`config.mk`:
```
export PLATFORM = sky130hd
export DESIGN_NAME = control_unit
export DESIGN_NICKNAME = d
export VERILOG_FILES = /design/src/rtl/ctrl_pkg.sv /design/src/rtl/alu_decoder.sv /design/src/rtl/control_unit.sv
export SDC_FILE = /design/constraint.sdc
export NUM_CORES = 1
export LEC_CHECK = 0
export ABC_CLOCK_PERIOD_IN_PS = 2000
export CAP_MARGIN = 20
export CORE_AREA = 8 8 45 47
export DETAILED_ROUTE_END_ITERATION = 6
export DIE_AREA = 0 0 53 55
export SLEW_MARGIN = 5
export SYNTH_ARGS = -nofsm -noshare
export SYNTH_HDL_FRONTEND = slang
export SYNTH_SLANG_ARGS = --single-unit
```
`constraint.sdc`:
```
create_clock -name clk -period 2 [get_ports clk]
set_clock_uncertainty 0.05 [all_clocks]
set_input_delay 0.3 -clock clk [delete_from_list [all_inputs] [get_ports clk]]
set_output_delay 0.3 -clock clk [all_outputs]
set_load 0.03 [all_outputs]
```
`src/rtl/ctrl_pkg.sv`:
```
// -----------------------------------------------------------------------------
// ctrl_pkg
// Shared encodings for the single-cycle RV32I-subset control unit: supported
// opcodes, ALU operation codes, writeback-select codes, immediate-format codes
// and the main-decoder-to-ALU-decoder operation class.
// Optional build macro affecting users of this package: CTRL_BNE_EN.
// -----------------------------------------------------------------------------
package ctrl_pkg;

    // Supported opcodes (instr[6:0])
    localparam logic [6:0] OP_LOAD   = 7'b0000011;
    localparam logic [6:0] OP_STORE  = 7'b0100011;
    localparam logic [6:0] OP_RTYPE  = 7'b0110011;
    localparam logic [6:0] OP_ITYPE  = 7'b0010011;
    localparam logic [6:0] OP_BRANCH = 7'b1100011;
    localparam logic [6:0] OP_JAL    = 7'b1101111;

    // ALUcontrol codes
    localparam logic [2:0] ALU_ADD = 3'b000;
    localparam logic [2:0] ALU_SUB = 3'b001;
    localparam logic [2:0] ALU_AND = 3'b010;
    localparam logic [2:0] ALU_OR  = 3'b011;
    localparam logic [2:0] ALU_SLT = 3'b101;

    // Writeback select codes
    localparam logic [1:0] RES_ALU = 2'b00;
    localparam logic [1:0] RES_MEM = 2'b01;
    localparam logic [1:0] RES_PC4 = 2'b10;

    // Immediate format codes
    localparam logic [1:0] IMM_I = 2'b00;
    localparam logic [1:0] IMM_S = 2'b01;
    localparam logic [1:0] IMM_B = 2'b10;
    localparam logic [1:0] IMM_J = 2'b11;

    // Operation class handed from the main decoder to the ALU decoder
    typedef enum logic [1:0] {
        ALUOP_ADD   = 2'b00,
        ALUOP_SUB   = 2'b01,
        ALUOP_FUNCT = 2'b10
    } aluop_e;

endpackage

```
`src/rtl/alu_decoder.sv`:
```
// -----------------------------------------------------------------------------
// alu_decoder
// Purely combinational: maps the main decoder's operation class plus the
// instruction's funct3 / op[5] / funct7[5] fields to the ALU operation code.
// Ports:
//   alu_op_i      operation class from the main decoder
//   funct3_i      instr[14:12]
//   op5_i         instr[5]; distinguishes R-type (1) from I-type ALU (0)
//   funct7_i      instr[30]
//   alu_control_o ALU operation code (ALU_* in ctrl_pkg)
// -----------------------------------------------------------------------------
module alu_decoder
    import ctrl_pkg::*;
(
    input  aluop_e      alu_op_i,
    input  logic [2:0]  funct3_i,
    input  logic        op5_i,
    input  logic        funct7_i,
    output logic [2:0]  alu_control_o
);

    // Select the ALU operation from the operation class and function fields
    always_comb begin
        alu_control_o = ALU_ADD;
        case (alu_op_i)
            ALUOP_ADD: alu_control_o = ALU_ADD;
            ALUOP_SUB: alu_control_o = ALU_SUB;
            ALUOP_FUNCT: begin
                case (funct3_i)
                    3'b000: begin
                        // Only R-type sub sets instr[30]; addi's immediate bit 10 must not select sub
                        if (op5_i && funct7_i) begin
                            alu_control_o = ALU_SUB;
                        end else begin
                            alu_control_o = ALU_ADD;
                        end
                    end
                    3'b010:  alu_control_o = ALU_SLT;
                    3'b110:  alu_control_o = ALU_OR;
                    3'b111:  alu_control_o = ALU_AND;
                    default: alu_control_o = ALU_ADD;
                endcase
            end
            default: alu_control_o = ALU_ADD;
        endcase
    end

endmodule

```
`src/rtl/control_unit.sv`:
```
// -----------------------------------------------------------------------------
// control_unit
// Main decoder + ALU decoder for the single-cycle RV32I-subset datapath.
// Every control output is combinational from op/funct3/funct7/zero so the
// datapath resolves in the same cycle; only the sticky illegal-opcode debug
// flag is clocked.
// Optional build macro: CTRL_BNE_EN -- when defined, opcode 1100011 with
// funct3 001 decodes as bne (taken when zero is clear) and any branch funct3
// other than 000/001 is illegal. When undefined, every branch funct3 is beq.
// Ports:
//   clk        system clock (status register only)
//   reset      asynchronous active-high reset (status register only)
//   op         instr[6:0]
//   funct3     instr[14:12]
//   funct7     instr[30]
//   zero       ALU result-equals-zero flag
//   branch     conditional branch
//   resSrc     writeback select (RES_* codes)
//   memWrite   data memory write enable
//   aluSrc     ALU B operand: 0 register, 1 immediate
//   inmSrc     immediate format (IMM_* codes)
//   regWrite   register file write enable
//   ALUcontrol ALU operation (ALU_* codes)
//   pcSrc      next PC: 0 PC+4, 1 branch/jump target
//   illegal    sticky: an unsupported opcode has been seen since reset
// -----------------------------------------------------------------------------
module control_unit
    import ctrl_pkg::*;
(
    input  logic       clk,
    input  logic       reset,
    input  logic [6:0] op,
    input  logic [2:0] funct3,
    input  logic       funct7,
    input  logic       zero,
    output logic       branch,
    output logic [1:0] resSrc,
    output logic       memWrite,
    output logic       aluSrc,
    output logic [1:0] inmSrc,
    output logic       regWrite,
    output logic [2:0] ALUcontrol,
    output logic       pcSrc,
    output logic       illegal
);

    logic   jump_s;
    logic   illegal_op_s;
    logic   branch_cond_s;
    aluop_e alu_op_s;
    logic   illegal_q;
    logic   illegal_d;

    // Main decoder: opcode to datapath controls; unsupported opcodes drive all controls low
    always_comb begin
        regWrite     = 1'b0;
        inmSrc       = IMM_I;
        aluSrc       = 1'b0;
        memWrite     = 1'b0;
        resSrc       = RES_ALU;
        branch       = 1'b0;
        jump_s       = 1'b0;
        alu_op_s     = ALUOP_ADD;
        illegal_op_s = 1'b0;
        case (op)
            OP_LOAD: begin
                regWrite = 1'b1;
                inmSrc   = IMM_I;
                aluSrc   = 1'b1;
                resSrc   = RES_MEM;
            end
            OP_STORE: begin
                inmSrc   = IMM_S;
                aluSrc   = 1'b1;
                memWrite = 1'b1;
            end
            OP_RTYPE: begin
                regWrite = 1'b1;
                alu_op_s = ALUOP_FUNCT;
            end
            OP_ITYPE: begin
                regWrite = 1'b1;
                aluSrc   = 1'b1;
                alu_op_s = ALUOP_FUNCT;
            end
            OP_BRANCH: begin
`ifdef CTRL_BNE_EN
                if ((funct3 == 3'b000) || (funct3 == 3'b001)) begin
                    inmSrc   = IMM_B;
                    branch   = 1'b1;
                    alu_op_s = ALUOP_SUB;
                end else begin
                    illegal_op_s = 1'b1;
                end
`else
                inmSrc   = IMM_B;
                branch   = 1'b1;
                alu_op_s = ALUOP_SUB;
`endif
            end
            OP_JAL: begin
                regWrite = 1'b1;
                inmSrc   = IMM_J;
                resSrc   = RES_PC4;
                jump_s   = 1'b1;
            end
            default: begin
                illegal_op_s = 1'b1;
            end
        endcase
    end

    alu_decoder u_alu_decoder (
        .alu_op_i      (alu_op_s),
        .funct3_i      (funct3),
        .op5_i         (op[5]),
        .funct7_i      (funct7),
        .alu_control_o (ALUcontrol)
    );

    // Branch condition: beq takes on zero; bne (when enabled) takes on not-zero
    always_comb begin
        branch_cond_s = zero;
`ifdef CTRL_BNE_EN
        if (funct3 == 3'b001) begin
            branch_cond_s = ~zero;
        end else begin
            branch_cond_s = zero;
        end
`endif
    end

    assign pcSrc = (branch & branch_cond_s) | jump_s;

    // Sticky illegal-opcode accumulation
    always_comb begin
        illegal_d = illegal_q | illegal_op_s;
    end

    // Illegal-opcode status register; cleared only by reset
    always_ff @(posedge clk or posedge reset) begin
        if (reset) begin
            illegal_q <= 1'b0;
        end else begin
            illegal_q <= illegal_d;
        end
    end

    assign illegal = illegal_q;

endmodule

```
# Word-level counts from Yosys, hierarchy flattened
# Index checks and enable logic that the tools add are counted.
dict set report totals {
  register_bits 1
  out_inout_bits 13
  word_cells 33
}
dict set report op_classes {
  eq_ne 11
  muxes 12
  bitwise_logic 3
  reduce_logical 6
}
# operator count
set ops {}
lappend ops {{== test 7 x 6 -> 1 bit (second input constant)} 2}
lappend ops {{== test 7 bit (second input constant)} 2}
lappend ops {{one-hot mux 3 bit (4 select lines)} 1}
lappend ops {{one-hot mux 2 bit (2 select lines)} 2}
lappend ops {{== test 7 x 2 -> 1 bit (second input constant)} 1}
lappend ops {{== test 7 x 5 -> 1 bit (second input constant)} 1}
lappend ops {{2-to-1 mux 1 bit} 7}
lappend ops {{== test 3 bit (second input constant)} 2}
lappend ops {{one-hot mux 2 bit (3 select lines)} 1}
lappend ops {{one-hot mux 3 bit (2 select lines)} 1}
lappend ops {{OR reduction 6 bit} 1}
lappend ops {{OR reduction 4 bit} 1}
lappend ops {{== test 3 x 2 -> 1 bit (second input constant)} 1}
lappend ops {{logical NOT 3 bit} 1}
lappend ops {{OR reduction 3 bit} 1}
lappend ops {{== test 2 x 1 -> 1 bit (second input constant)} 1}
lappend ops {{== test 2 bit (second input constant)} 1}
lappend ops {{bitwise OR 1 bit} 2}
lappend ops {{OR reduction 2 bit} 1}
lappend ops {{AND 1 bit} 1}
lappend ops {{logical AND 1 bit} 1}

# Depth between registers and ports, before layout
dict set report logic_depth {
  ltp_word 5
  ltp_mapped 7
}

# Modules after synthesis
# Synthesis repeated with hierarchy kept, for this count alone.
dict set report hier_totals {
  hier_cells 40
  hier_area_um2 261.5
}
# module n_inst cells_per_inst area_per_inst_um2
set modules_own_cells {}
lappend modules_own_cells {control_unit 1 29 165.2}
lappend modules_own_cells {alu_decoder 1 11 96.3}

# Worst setup path after synthesis
# Ideal clock, no wire load.
dict set report synth_path {
  path_type {input to output}
  start {input op[5]}
  end {output ALUcontrol[0]}
  arrival_time_ps 1964
  path_slack_ps -314
  stages 6
  cell_sequence {nor2b_1 nand4_1 nor2_1 ha_1 o21ba_1 a21oi_1}
}
dict set report synth_between {
  elab_chain_cells 5
  word_cells_on_any_way 11
  cone_classes {eq/ne (5); mux (4); reduce/logical (2)}
}
# item line_no
set synth_lines {}
lappend synth_lines {{from (decl)} control_unit.sv:32} ;# input logic [6:0] op,
lappend synth_lines {{== test 7 x 5 -> 1 bit or == test 7 x 6 -> 1 bit (tied branches)} control_unit.sv:65} ;# case (op)
lappend synth_lines {{OR reduction 2 bit (no source line)} -}
lappend synth_lines {{one-hot mux 2 bit (2 select lines)} control_unit.sv:65}
lappend synth_lines {{== test 2 bit or == test 2 x 1 -> 1 bit (tied branches)} alu_decoder.sv:25} ;# case (alu_op_i)
lappend synth_lines {{one-hot mux 3 bit (2 select lines) *} alu_decoder.sv:25}
lappend synth_lines {{to (decl)} control_unit.sv:42} ;# output logic [2:0] ALUcontrol,
# Every way passes the cells marked *; elsewhere a longest branch is shown, timed or not.

# Worst setup path in the final report
dict set report layout_path {
  start {input op[3]}
  end {output ALUcontrol[0]}
}
dict set report layout_between {
  elab_chain_cells 5
  word_cells_on_any_way 8
  cone_classes {eq/ne (5); mux (2); reduce/logical (1)}
}
# item line_no
set layout_lines {}
lappend layout_lines {{== test 7 x 5 -> 1 bit or == test 7 x 6 -> 1 bit (tied branches)} control_unit.sv:65}
lappend layout_lines {{OR reduction 2 bit (no source line)} -}
lappend layout_lines {{one-hot mux 2 bit (2 select lines) *} control_unit.sv:65}
lappend layout_lines {{== test 2 bit or == test 2 x 1 -> 1 bit (tied branches)} alu_decoder.sv:25}
lappend layout_lines {{one-hot mux 3 bit (2 select lines) *} alu_decoder.sv:25}
# Marks and branches as above.

==> impl_results.html <==
<table>
<tr><th>Metric</th><th>Value</th></tr>
<tr><th colspan="2">Run status</th></tr>
<tr><td>Outcome</td><td>finished, violations left</td></tr>
<tr><td>Failing checks</td><td>negative setup slack</td></tr>
<tr><th colspan="2">Drt</th></tr>
<tr><td>Via density per instance</td><td>4.41</td></tr>
<tr><td>DRT Pass-1 Iters</td><td>3</td></tr>
<tr><td>Detailed-route via count</td><td>between 400 and 500</td></tr>
<tr><td>Avg WL per Cell</td><td>12.4 µm</td></tr>
<tr><td>Total Routed Length</td><td>1.17 mm</td></tr>
<tr><td>Drt drc</td><td>0</td></tr>
<tr><td>Detail Route Antenna Nets</td><td>0</td></tr>
<tr><td>Iter 0 DRT Violations</td><td>2</td></tr>
<tr><th colspan="2">Die</th></tr>
<tr><td>Vertical die dimension</td><td>55 µm</td></tr>
<tr><td>Die Footprint</td><td>0.00292 mm²</td></tr>
<tr><td>Floorplan die width</td><td>53 µm</td></tr>
<tr><td>IO Count</td><td>27</td></tr>
<tr><td>Placeable core region</td><td>0.00138 mm²</td></tr>
<tr><td>Starting utilization of the core area</td><td>18.7%</td></tr>
<tr><td>Number of rows created at floorplan</td><td>14</td></tr>
<tr><th colspan="2">Power</th></tr>
<tr><td>IR Drop Worst-Case VDD</td><td>~0.054 mV</td></tr>
<tr><td>Design Power</td><td>95.0 µW</td></tr>
<tr><td>Standby leakage power</td><td>0.000305 µW</td></tr>
<tr><td>Power density relative to cell area</td><td>roughly 140 mW/mm²</td></tr>
<tr><th colspan="2">STA</th></tr>
<tr><td>Worst hold slack across all endpoints</td><td>0.395 ns</td></tr>
<tr><td>Min setup slack post-route</td><td>-0.0594 ns</td></tr>
<tr><td>Share of the clock period used by the worst path after layout</td><td>103%</td></tr>
<tr><td>Hold Vio Cnt, Final</td><td>0</td></tr>
<tr><td>Final setup violation count</td><td>2</td></tr>
<tr><td>RSZ-0062 raised after global routing</td><td>true</td></tr>
<tr><td>Final Max Tran Viols</td><td>0</td></tr>
<tr><td>Remaining max-slew budget at the tightest pin</td><td>79.5%</td></tr>
<tr><td>Post-route minimum period</td><td>2.06 ns</td></tr>
<tr><td>Tightest Pin Transition</td><td>0.306 ns</td></tr>
<tr><td>Fmax</td><td>0.486 GHz</td></tr>
<tr><th colspan="2">Final layout</th></tr>
<tr><td>Fill count</td><td>135</td></tr>
<tr><td>Area overhead of the layout relative to synthesis</td><td>160%</td></tr>
<tr><td>Commonest non-fill, non-tap cells in the layout</td><td>buf_4 (22), nor2_1 (7), clkdlybuf4s50_1 (7)</td></tr>
<tr><td>Net total in the final layout</td><td>96</td></tr>
<tr><td>Flip-flop count of the largest register after layout</td><td>1</td></tr>
<tr><td>Most common cell after layout, fill and taps aside</td><td>buf_4</td></tr>
<tr><td>Fraction of layout cells with a size suffix above 1</td><td>a little over half</td></tr>
<tr><td>Inserted Diodes</td><td>0</td></tr>
<tr><td>Layout Cells excl Fill</td><td>94</td></tr>
<tr><th colspan="2">Place</th></tr>
<tr><td>Total of buffers placed on input and output ports</td><td>26</td></tr>
<tr><td>Dpl hpwl</td><td>906 µm</td></tr>
<tr><td>Instance count after placement with tap cells included</td><td>93</td></tr>
<tr><td>Final GP Congestion</td><td>0.703</td></tr>
<tr><th colspan="2">Setup path</th></tr>
<tr><td>Data required time at the worst endpoint</td><td>1.65 ns</td></tr>
<tr><td>Worst EP arrival</td><td>between 1.5 and 2 ns</td></tr>
<tr><td>Element type at the critical path start</td><td>input port</td></tr>
<tr><td>Category of the most critical setup path</td><td>input port to output port</td></tr>
<tr><td>Critical Path Fanout Max</td><td>2</td></tr>
<tr><td>Endpoint type of the worst setup path</td><td>output port</td></tr>
<tr><th colspan="2">Yosys</th></tr>
<tr><td>Number of distinct library cells after synthesis</td><td>21</td></tr>
<tr><td>Synthesized flop and latch total</td><td>1</td></tr>
<tr><td>Number of nets in the synthesized netlist</td><td>56</td></tr>
<tr><td>Cell area after synthesis</td><td>259 µm²</td></tr>
<tr><td>Total of warnings raised by yosys</td><td>0</td></tr>
<tr><td>Synthesized instance count</td><td>40</td></tr>
<tr><td>Sequential element share of the synthesized area</td><td>under 10%</td></tr>
<tr><td>Post-synthesis area per instance</td><td>6.47 µm²</td></tr>
<tr><th colspan="2">GRT</th></tr>
<tr><td>Antenna violations before repair</td><td>0</td></tr>
<tr><td>Pin count of the biggest net entering global routing</td><td>6</td></tr>
<tr><td>GRT Overall Usage</td><td>7.53%</td></tr>
<tr><td>Total gr overflow</td><td>0</td></tr>
<tr><td>Global-route wire length before repair</td><td>roughly 1.8 mm</td></tr>
<tr><td>Vias in the first global route</td><td>452</td></tr>
<tr><th colspan="2">Clock tree</th></tr>
<tr><td>Worst skew pair latency</td><td>0 ns</td></tr>
<tr><td>Number of buffers inserted for hold repair after clock tree synthesis</td><td>0</td></tr>
<tr><td>Post-CTS clock slew at the launch and capture registers of the worst setup and hold paths</td><td>0 ns</td></tr>
<tr><th colspan="2">Run</th></tr>
<tr><td>Count of max-cap constraint violations</td><td>0</td></tr>
<tr><th colspan="2">Worst hold path</th></tr>
<tr><td>Hold WC Path Type</td><td>input port to async pin</td></tr>
</table>
-- repair_timing --
action / 4_1_cts / 5_1_grt
endpoints found under the setup margin: 8 / 3
resized for setup: 31 / 5
pin swaps: 10 / 7
setup buffers: 1 / 0
-- critical path, stage by stage --
cell	delay (ns)
buf_6	0.09
or3_4	0.39
nor2_4	0.10
and2_4	0.15
ha_4	0.13
nand2_4	0.05
o21ba_4	0.19
a21oi_2	0.16
buf_6	0.15
-- synthesized netlist by cell type --
cell	n	area share, %
or2_4	1	3.4
nor2b_1	1	2.4
nor2_1	9	13
dfrtp_1	1	9.7
nand2b_1	1	2.4
and2_1	1	2.4
inv_1	1	1.4
nand2_1	5	7.2
a21oi_1	4	7.7
nand3_1	1	1.9
nor3_2	1	3.9
o21ai_1	1	1.9
nor3_1	1	1.9
nor3b_1	1	2.9
nand4_1	2	4.8
or2_1	2	4.8
o21ba_1	2	7.7
a21oi_2	1	3.4
or3_4	1	4.3
ha_1	2	9.7
a211oi_1	1	2.9
-- stage by stage --
step	setup slack, ns	setup TNS, ns	instance area, µm²	util [%]
floorplan	-0.176	-0.344	267	-
detailed placement	-0.471	-1.74	599	43.3
global route	-0.109	-0.270	674	48.7
global placement	-0.454	-1.67	599	43.3
CTS	-0.0485	-0.0861	652	47.1
finish	-0.0594	-0.0840	674	48.7
-- per-layer routing --
layer	up-vias	GRT usage [%]	part of all wire, %
li1	217	-	-
met1	184	7.26	32
met2	12	16.8	59
met3	2	1.07	7.4
met4	0	0	1.5
met5	-	0	0
-- final cells by class --
cell class	count	area [µm²]	share of cell area, %
Timing Repair Buffer	38	322	47.7
Inverter	1	3.75	0.557
Sequential cell	1	25.0	3.71
Multi-Input combinational cell	38	304	45.1
Tap cell	16	20.0	2.97
-- power by group --
part	internal [µW]	switching (µW)	leakage, µW
registers	20.6	0	0.00000875
clock network	0	0	0
logic	41.6	32.7	0.000296
-- path summary, 6_finish.rpt --
kind,endpoint,slack (ns),from,cells after the start
min reg2reg,illegal,0.42,illegal,2
max in group asynchronous,illegal,1.42,reset,2
max,ALUcontrol[0],-0.06,op[3],9
min in group clk,illegal,0.42,illegal,2
min,illegal,0.39,reset,2
max reg2reg,illegal,1.32,illegal,2
-- cells by family (layout without fill, tap and decap cells) --
logic type / count (synthesis) / after routing / synth area share [%]
AND/OR/NAND/NOR: 27 / 27 / 55.6
AO/OA/AOI/OAI: 9 / 9 / 23.7
adder cells (fa/ha/maj): 2 / 2 / 9.66
flip-flops: 1 / 1 / 9.66
buffers and inverters: 1 / 39 / 1.45
Note: power is estimated with default switching activity, not from simulation.
